<file path="config.mk">
export PLATFORM = sky130hd
export DESIGN_NAME = tokenflow
export DESIGN_NICKNAME = d
export VERILOG_FILES = /design/src/rtl/tokenflow.sv
export SDC_FILE = /design/constraint.sdc
export NUM_CORES = 1
export LEC_CHECK = 0
export BUFFER_PORTS_ARGS = -buffer_cell sky130_fd_sc_hd__buf_2
export CAP_MARGIN = 20
export CORE_UTILIZATION = 56
export DETAILED_ROUTE_END_ITERATION = 10
export MAX_ROUTING_LAYER = met4
export PLACE_DENSITY = 0.76
export RECOVER_POWER = 100
export SLEW_MARGIN = 15
export SYNTH_ARGS = -nofsm -noshare
export SYNTH_HDL_FRONTEND = slang
export SYNTH_SLANG_ARGS = --single-unit
export TNS_END_PERCENT = 30
</file>
<file path="constraint.sdc">
create_clock -name clk -period 2.2 [get_ports clk]
set_input_delay 0.11 -clock clk [delete_from_list [all_inputs] [get_ports clk]]
set_output_delay 0.11 -clock clk [all_outputs]
set_load 0.005 [all_outputs]
</file>
<file path="src/rtl/tokenflow.sv">
// tokenflow: token source emitting x*(x+1) mod 2^w on a 4-phase req/ack channel.
// Each product comes from a w-cycle shift-add multiplier. The acknowledge
// arrives asynchronously and is brought into the clock domain by two flops.
module tokenflow #(
  parameter int w = 16
) (
  input  logic         clk,
  input  logic         reset,
  output logic         ou_req,
  input  logic         ou_ack,
  output logic [w-1:0] ou_data
);

  localparam int CW = $clog2(w + 1);
  localparam logic [w-1:0]  ONE      = {{(w-1){1'b0}}, 1'b1};
  localparam logic [w-1:0]  ZERO     = {w{1'b0}};
  localparam logic [CW-1:0] CNT_ZERO = {CW{1'b0}};
  localparam logic [CW-1:0] CNT_ONE  = {{(CW-1){1'b0}}, 1'b1};
  localparam logic [CW-1:0] CNT_LAST = CW'(w - 1);

  typedef enum logic [2:0] {
    LOAD        = 3'd0,
    CALC        = 3'd1,
    SETUP       = 3'd2,
    WAIT_ACK_HI = 3'd3,
    WAIT_ACK_LO = 3'd4
  } state_t;

  state_t        state;
  state_t        state_nxt;
  logic          ack_m;
  logic          ack_s;
  logic [w-1:0]  x;
  logic [w-1:0]  a;
  logic [w-1:0]  b;
  logic [w-1:0]  acc;
  logic [w-1:0]  acc_sum;
  logic [CW-1:0] cnt;
  logic          calc_last;

  // One shift-add step: add the multiplicand when the current multiplier bit is set.
  function automatic logic [w-1:0] mac_step(input logic [w-1:0] acc_in,
                                            input logic [w-1:0] a_in,
                                            input logic         b_bit);
    logic [w-1:0] res;
    if (b_bit) begin
      res = acc_in + a_in;
    end else begin
      res = acc_in;
    end
    return res;
  endfunction

  // Two-flop synchronizer for the asynchronous acknowledge.
  always_ff @(posedge clk) begin
    if (reset) begin
      ack_m <= 1'b0;
      ack_s <= 1'b0;
    end else begin
      ack_m <= ou_ack;
      ack_s <= ack_m;
    end
  end

  // Multiplier step result and detection of the final multiply cycle.
  always_comb begin
    acc_sum   = mac_step(acc, a, b[0]);
    calc_last = (cnt == CNT_LAST);
  end

  // Handshake/multiply state register.
  always_ff @(posedge clk) begin
    if (reset) begin
      state <= LOAD;
    end else begin
      state <= state_nxt;
    end
  end

  // Next-state logic; the channel only advances on the synchronized ack.
  always_comb begin
    state_nxt = state;
    case (state)
      LOAD: begin
        state_nxt = CALC;
      end
      CALC: begin
        if (calc_last) begin
          state_nxt = SETUP;
        end else begin
          state_nxt = CALC;
        end
      end
      SETUP: begin
        state_nxt = WAIT_ACK_HI;
      end
      WAIT_ACK_HI: begin
        if (ack_s) begin
          state_nxt = WAIT_ACK_LO;
        end else begin
          state_nxt = WAIT_ACK_HI;
        end
      end
      WAIT_ACK_LO: begin
        if (!ack_s) begin
          state_nxt = LOAD;
        end else begin
          state_nxt = WAIT_ACK_LO;
        end
      end
      default: begin
        state_nxt = LOAD;
      end
    endcase
  end

  // Datapath: operand load, shift-add iterations, output capture and handshake.
  always_ff @(posedge clk) begin
    if (reset) begin
      x       <= ZERO;
      a       <= ZERO;
      b       <= ZERO;
      acc     <= ZERO;
      cnt     <= CNT_ZERO;
      ou_req  <= 1'b0;
      ou_data <= ZERO;
    end else begin
      case (state)
        LOAD: begin
          a   <= x;
          b   <= x + ONE;
          acc <= ZERO;
          cnt <= CNT_ZERO;
        end
        CALC: begin
          acc <= acc_sum;
          a   <= {a[w-2:0], 1'b0};
          b   <= {1'b0, b[w-1:1]};
          cnt <= cnt + CNT_ONE;
          // ou_data only moves here, while req and ack_s are both low.
          if (calc_last) begin
            ou_data <= acc_sum;
          end
        end
        SETUP: begin
          ou_req <= 1'b1;
        end
        WAIT_ACK_HI: begin
          if (ack_s) begin
            ou_req <= 1'b0;
            x      <= x + ONE;
          end
        end
        WAIT_ACK_LO: begin
          ou_req <= 1'b0;
        end
        default: begin
          ou_req <= 1'b0;
        end
      endcase
    end
  end

endmodule

</file>
==> results of run 1 <==
[registers in the layout, summed over array words and instances, names as in the netlist]
register / count
a: 16
acc: 16
ack_m: 1
ack_s: 1
b: 16
cnt: 5
ou_data: 16
ou_req: 1
state: 3
x: 16
[synth_stat cells, drive strengths merged, types with 4 or more instances]
| cell | count | area, µm² |
|---|---|---|
| or3 | 8 | 51.3 |
| and3 | 7 | 46.3 |
| mux2 | 4 | 45.0 |
| a22oi | 14 | 105 |
| clkbuf | 31 | 118 |
| a31oi | 5 | 31.3 |
| inv | 6 | 22.5 |
| nand2 | 77 | 289 |
| nor3 | 10 | 60.1 |
| dfxtp | 91 | 1820 |
| xor2 | 15 | 131 |
| a21oi | 52 | 260 |
| nand2b | 5 | 31.3 |
| xnor2 | 22 | 193 |
| o21ai | 25 | 125 |
| a211oi | 22 | 165 |
| ha | 18 | 225 |
| nor2 | 60 | 228 |
| buf | 9 | 38.8 |
| a21o | 6 | 45.0 |
| nand3 | 14 | 95.1 |
| o211ai | 10 | 75.1 |
| mux2i | 19 | 190 |
[routing by layer]
layer | vias to the layer above | GRT usage [%] | part of all wire, %
met4 | 0 | 8.59 | 1.5
met3 | 16 | 3.80 | 3.0
li1 | 2060 | - | -
met1 | 1939 | 33.6 | 48
met2 | 67 | 42.1 | 48
met5 | - | - | 0
[worst reg2reg max path, stage by stage (launching register included)]
cell,delay [ps]
dfxtp_2,340
ha_4,160
fa_2,350
a21o_1,200
a221oi_2,230
buf_4,160
buf_4,110
o21ai_0,100
xnor2_1,260
nand2_1,130
a21oi_1,130
[cell families (layout without fill, tap and decap cells)]
logic type,after synthesis,after routing,share of synthesized area (%)
adder cells (fa/ha/maj),19,19,5.16
flip-flops,91,91,38.3
buffers and inverters,46,73,3.76
AND/OR/NAND/NOR,199,199,20.1
AO/OA/AOI/OAI,154,154,20.9
multiplexers,23,23,4.94
XOR/XNOR,37,37,6.81
[repair_timing]
action	CTS	global route
buffers inserted	0	2
setup endpoints to repair	6	20
pin swaps	4	10
hold buffers	1	0
hold endpoints to repair	1	0
gates resized for setup	8	23
[final cells by class]
class                   instances  area, µm²
clock buffers                  13        169
multi-input cells             432       2890
fillers                       717       2830
flip-flops and latches         91       1830
clock inverters                 3       21.3
well taps                     105        131
repair buffers                 51        319
inverters                       6       22.5
[path summary, 6_finish.rpt]
check	start	to	slack (ps)	depth (start not counted)
worst max register to register	a[0]	ou_data[8]	-20	10
worst min register to register	b[3]	b[3]	460	2
worst max-delay path	a[0]	ou_data[8]	-20	10
worst min-delay path	reset	acc[7]	200	2
[report_power, final]
group / switching (W) / internal, W
clock: 0.000583 / 0.000505
sequential: 0.00000886 / 0.00166
combinational: 0.0000916 / 0.0000401
[stage by stage]
step | total power [W] | setup WS (ps) | instance area (µm²) | hold WS (ps)
final | 0.00289 | -24.6 | 5390 | 197
after global routing | 0.00299 | -150 | 5390 | 204
after CTS | 0.00291 | -0.596 | 5280 | 189
after detailed placement | 0.00184 | -53.7 | 5050 | 332
after global placement | 0.00183 | -23.1 | 5050 | 328
after floorplan | 0.00180 | 47.4 | 4760 | 238
==> results.toml, run 1 <==
[sta]
setup_tns_ps = -24.6
fin_crit_sh_pct = 101
drv_slew = 0
slew_headroom_pct = 35.0
setup_viol = 1
hold_violations = 0
tightest_slew_ps = 969
fin_worst_skew_ps = 9.10
min_period_ps = 2220
worst_slack_ps = -24.6
rsz0062_at_grt = "yes"
fmax_mhz = 450

[yosys]
async_reset_ff_share_pct = 0
syn_avg_cell_area_um2 = 8.36
netlist_instances = 569
synthFlopType = "dfxtp_1"
synth_edf_count = 0
synth-warning-count = 0
synth.distinct_cells = 57
ys_seq_area_share_pct = 38.3
synth_nets = 591
synth.ff_latch_count = 91
syn_area_um2 = 4760

[die]
start_util_pct = 57.9
rows = 33
die_area_um2 = 8870
die-width_um = 94.2
die_h_um = 94.2
io_pins = 20
coreArea_um2 = 8220

[clock_tree]
clock_latency_ps = 350
clockBufferDepth = 2
cts-buffers-inserted = 9
clk_pin_slew_ps = 90
clock_sinks = 91
cts_root_buf = "clkbuf_8"
cts-htree-levels = 3
cts_tree = "built"

[layout]
final_common_cell = "dfxtp_1"
finalCoreUtilization_pct = 65.5
final_nets = 613
diodes = 0
syn_to_final_growth_pct = 13.2
final_cells = 701
layout_common_cells = "dfxtp_1, nand2_1, nor2_1"
drive_gt1_share_pct = 16.9

[run_status]
status = "complete, but fails checks"
violations = "setup timing"

[routing]
via_count = 4082
wl_per_cell_um = 15.7
wl_um = 11000
drt_iter0_markers = 238
route.detailed.drc = 0
firstDrtPassIters = 5
via_per_inst = 5.82
ant_nets = 0

[global_routing]
grt_usage_pct = 26.2
grt_pass1_wl_um = 17600
antenna_found_initial = 0
grt-ovfl-total = 0
grt_pass1_vias = 3735
grt_max_degree = 60

[critical_path]
crit_fanout = 3
worst-path-buf-inv = 2
critical_path_class = "reg2reg"
crit_arrival_ps = 2520
worstPathRequired_ps = 2490
cp_slowest_cell = "fa_2"
cpLargestDelayFamily = "compound AO/OA/AOI/OAI gates"
cp_common_cell = "buf_4"
timing.critical_path.from_type = "flip-flop"
critPathMaxStageDelay_ps = 350
crit_chain = "ha_4 > fa_2 > a21o_1 > a221oi_2 > buf_4 > buf_4 > o21ai_0 > xnor2_1 > nand2_1 > a21oi_1"
cp-end-kind = "flip-flop"

[power]
peakVddDrop_v = 0.000295
p_leak_nw = 2.11
power-per-cell-area_nw_per_um2 = 537

[min_path]
min_path_type = "in2reg"

[place]
place.gp.congestion = 0.855
dp.cells = 682
dp_hpwl_um = 7610
port_buffers = 19

[job]
max_cap_violations = 0
No activity file was read; power rests on OpenSTA's default activity.
==> inputs of run 2 (changes only) <==
--- a/config.mk
+++ b/config.mk
@@ -5,10 +5,12 @@
 export SDC_FILE = /design/constraint.sdc
 export NUM_CORES = 1
 export LEC_CHECK = 0
+export ABC_AREA = 1
 export BUFFER_PORTS_ARGS = -buffer_cell sky130_fd_sc_hd__buf_2
 export CAP_MARGIN = 20
 export CORE_UTILIZATION = 56
 export DETAILED_ROUTE_END_ITERATION = 10
+export GPL_ROUTABILITY_DRIVEN = 0
 export MAX_ROUTING_LAYER = met4
 export PLACE_DENSITY = 0.76
 export RECOVER_POWER = 100
@@ -16,4 +18,3 @@
 export SYNTH_ARGS = -nofsm -noshare
 export SYNTH_HDL_FRONTEND = slang
 export SYNTH_SLANG_ARGS = --single-unit
-export TNS_END_PERCENT = 30
==> results.toml, run 2 <==
[sta]
slew_headroom_pct = 12.1
fin_crit_sh_pct = 88.1
tightest_slew_ps = 1320
rsz0062_at_grt = "no"
min_period_ps = 1940
setup_tns_ps = 0
worst_slack_ps = 263
fin_worst_skew_ps = 16.8
setup_viol = 0
drv_slew = 0
fmax_mhz = 516
hold_violations = 0

[routing]
via_per_inst = 5.29
route.detailed.drc = 0
ant_nets = 0
wl_per_cell_um = 12.8
wl_um = 10900
firstDrtPassIters = 5
drt_iter0_markers = 214
via_count = 4512

[clock_tree]
cts.hold.buffers_added = 1
clk_pin_slew_ps = 90
clock_latency_ps = 370
clock_sinks = 91
cts_resized = 0
clockBufferDepth = 2
cts-htree-levels = 3
cts_root_buf = "clkbuf_8"
post-cts-setup-buffers = 0
cts_tree = "built"
cts-buffers-inserted = 9

[yosys]
netlist_instances = 730
ys_top_cells_by_area = "dfxtp_1, nand2_1, inv_1, a21oi_1, ha_1"
synth_nets = 752
synth-warning-count = 0
synth.ff_latch_count = 91
ys_seq_area_share_pct = 37.1
yosysMostFrequentCell = "nand2_1"
syn_area_um2 = 4910
syn_avg_cell_area_um2 = 6.72
synth_top_area_cell = "dfxtp_1"
synth_edf_count = 0
synthFlopType = "dfxtp_1"
async_reset_ff_share_pct = 0
synth.distinct_cells = 37
netlist.area_leader.share_pct = 37.1
synth_top_cells_by_count = "nand2_1, inv_1, dfxtp_1"

[die]
io_pins = 20
rows = 33
die_area_um2 = 9140
die_h_um = 95.6
coreArea_um2 = 8340
die-width_um = 95.6
start_util_pct = 58.8

[critical_path]
crit_fanout = 3
critical_path_class = "reg2reg"
timing.critical_path.from_type = "flip-flop"
rrSetupSlack_ps = 260
regToRegStartpoint = "a[0]"
crit_arrival_ps = 2210
r2r_cells = 10
cp-startpoint = "a[0]"
worstPathRequired_ps = 2470
endpoint = "acc[6]"
cp-end-kind = "flip-flop"
rr_endpoint = "acc[6]"

[global_routing]
use_met1_pct = 33.6
grt_util_met2_pct = 43.9
met3_usage_pct = 4.70
antenna_found_initial = 0
grt-ovfl-total = 0
busiest_layer = "met2"
grt_max_degree = 64
grt_usage_pct = 26.7
grt_pass1_wl_um = 18500
grt_pass1_vias = 4158

[place]
port_buffers = 19
dp_hpwl_um = 7700
pre_cts_ws_ps = 279

[power]
p_leak_nw = 2.47
power.total_w = 0.00307
peakVddDrop_v = 0.000416
power-per-cell-area_nw_per_um2 = 586

[layout]
drive_gt1_share_pct = 5.35
diodes = 0
layout_common_cells = "nand2_1, inv_1, dfxtp_1"
final_common_cell = "nand2_1"
syn_to_final_growth_pct = 6.61
final_nets = 765

[run_status]
status = "complete, no violations"

[min_path]
min_path_type = "reg2reg"

[job]
max_cap_violations = 0
## run 2: changes by cell type after synthesis, sizes merged, moves of 15 or more
cell,previous run,this run
nand3,14,38
o21ai,25,40
nand2,77,215
mux2i,19,0
xnor2,22,6
a211oi,22,3
inv,6,115
clkbuf,31,12
## run 2: final cells by class
cell class                      instances  area [µm²]
Clock buffer                           10         138
Clock inverter                          6        63.8
Fill cell                             793        3110
Inverter                              116         435
Multi-Input combinational cell        496        2500
Sequential cell                        91        1820
Tap cell                              105         131
Timing Repair Buffer                   29         144
## run 2: layer usage
metal | vias to the layer above | share of wire [%]
li1 | 2341 | -
met1 | 2054 | 47
met2 | 97 | 46
met3 | 20 | 5.5
met4 | 0 | 1.4
met5 | - | 0
## run 2: worst min-delay path by stage
stage               startpoint  endpoint  cells after the start
floorplan               ou_ack     ack_m                      2
global placement        ou_ack     ack_m                      3
detailed placement      ou_ack     ack_m                      3
CTS                      reset     ack_m                      3
global route             ack_m     ack_s                      2
finish                   ack_m     ack_s                      2
## run 2: report_power, final
part,leakage [nW],internal [W],switching (W)
Sequential,0.735,0.00166,0.0000174
Clock,0.0987,0.000557,0.000632
Combinational,1.63,0.0000576,0.000138
## run 2: critical path, stage by stage (launching register included)
cell and delay, ps:
dfxtp_1 340, ha_1 220, fa_1 420, nand2_1 110
nand2_1 60, nand3_1 60, nand2_1 100, xnor2_1 140
o21ai_0 210, nand2_1 80, a21oi_1 120
## run 2: cells by family after synthesis
kind of cell	after synthesis	share of synthesized area, %
AND/OR/NAND/NOR	327	27.8
buffers and inverters	143	11.4
AO/OA/AOI/OAI	132	15.5
flip-flops	91	37.1
adder cells (fa/ha/maj)	19	5.00
XOR/XNOR	18	3.21
## run 2: stage by stage
step	utilization (%)	instances	hold slack (ps)	cell area (µm²)
5_1_grt	62.7	853	432	5230
2_1_floorplan	-	730	217	4910
6_report	62.7	853	411	5230
3_3_place_gp	60.9	836	312	5080
4_1_cts	63.4	853	375	5290
3_5_place_dp	60.9	836	315	5080
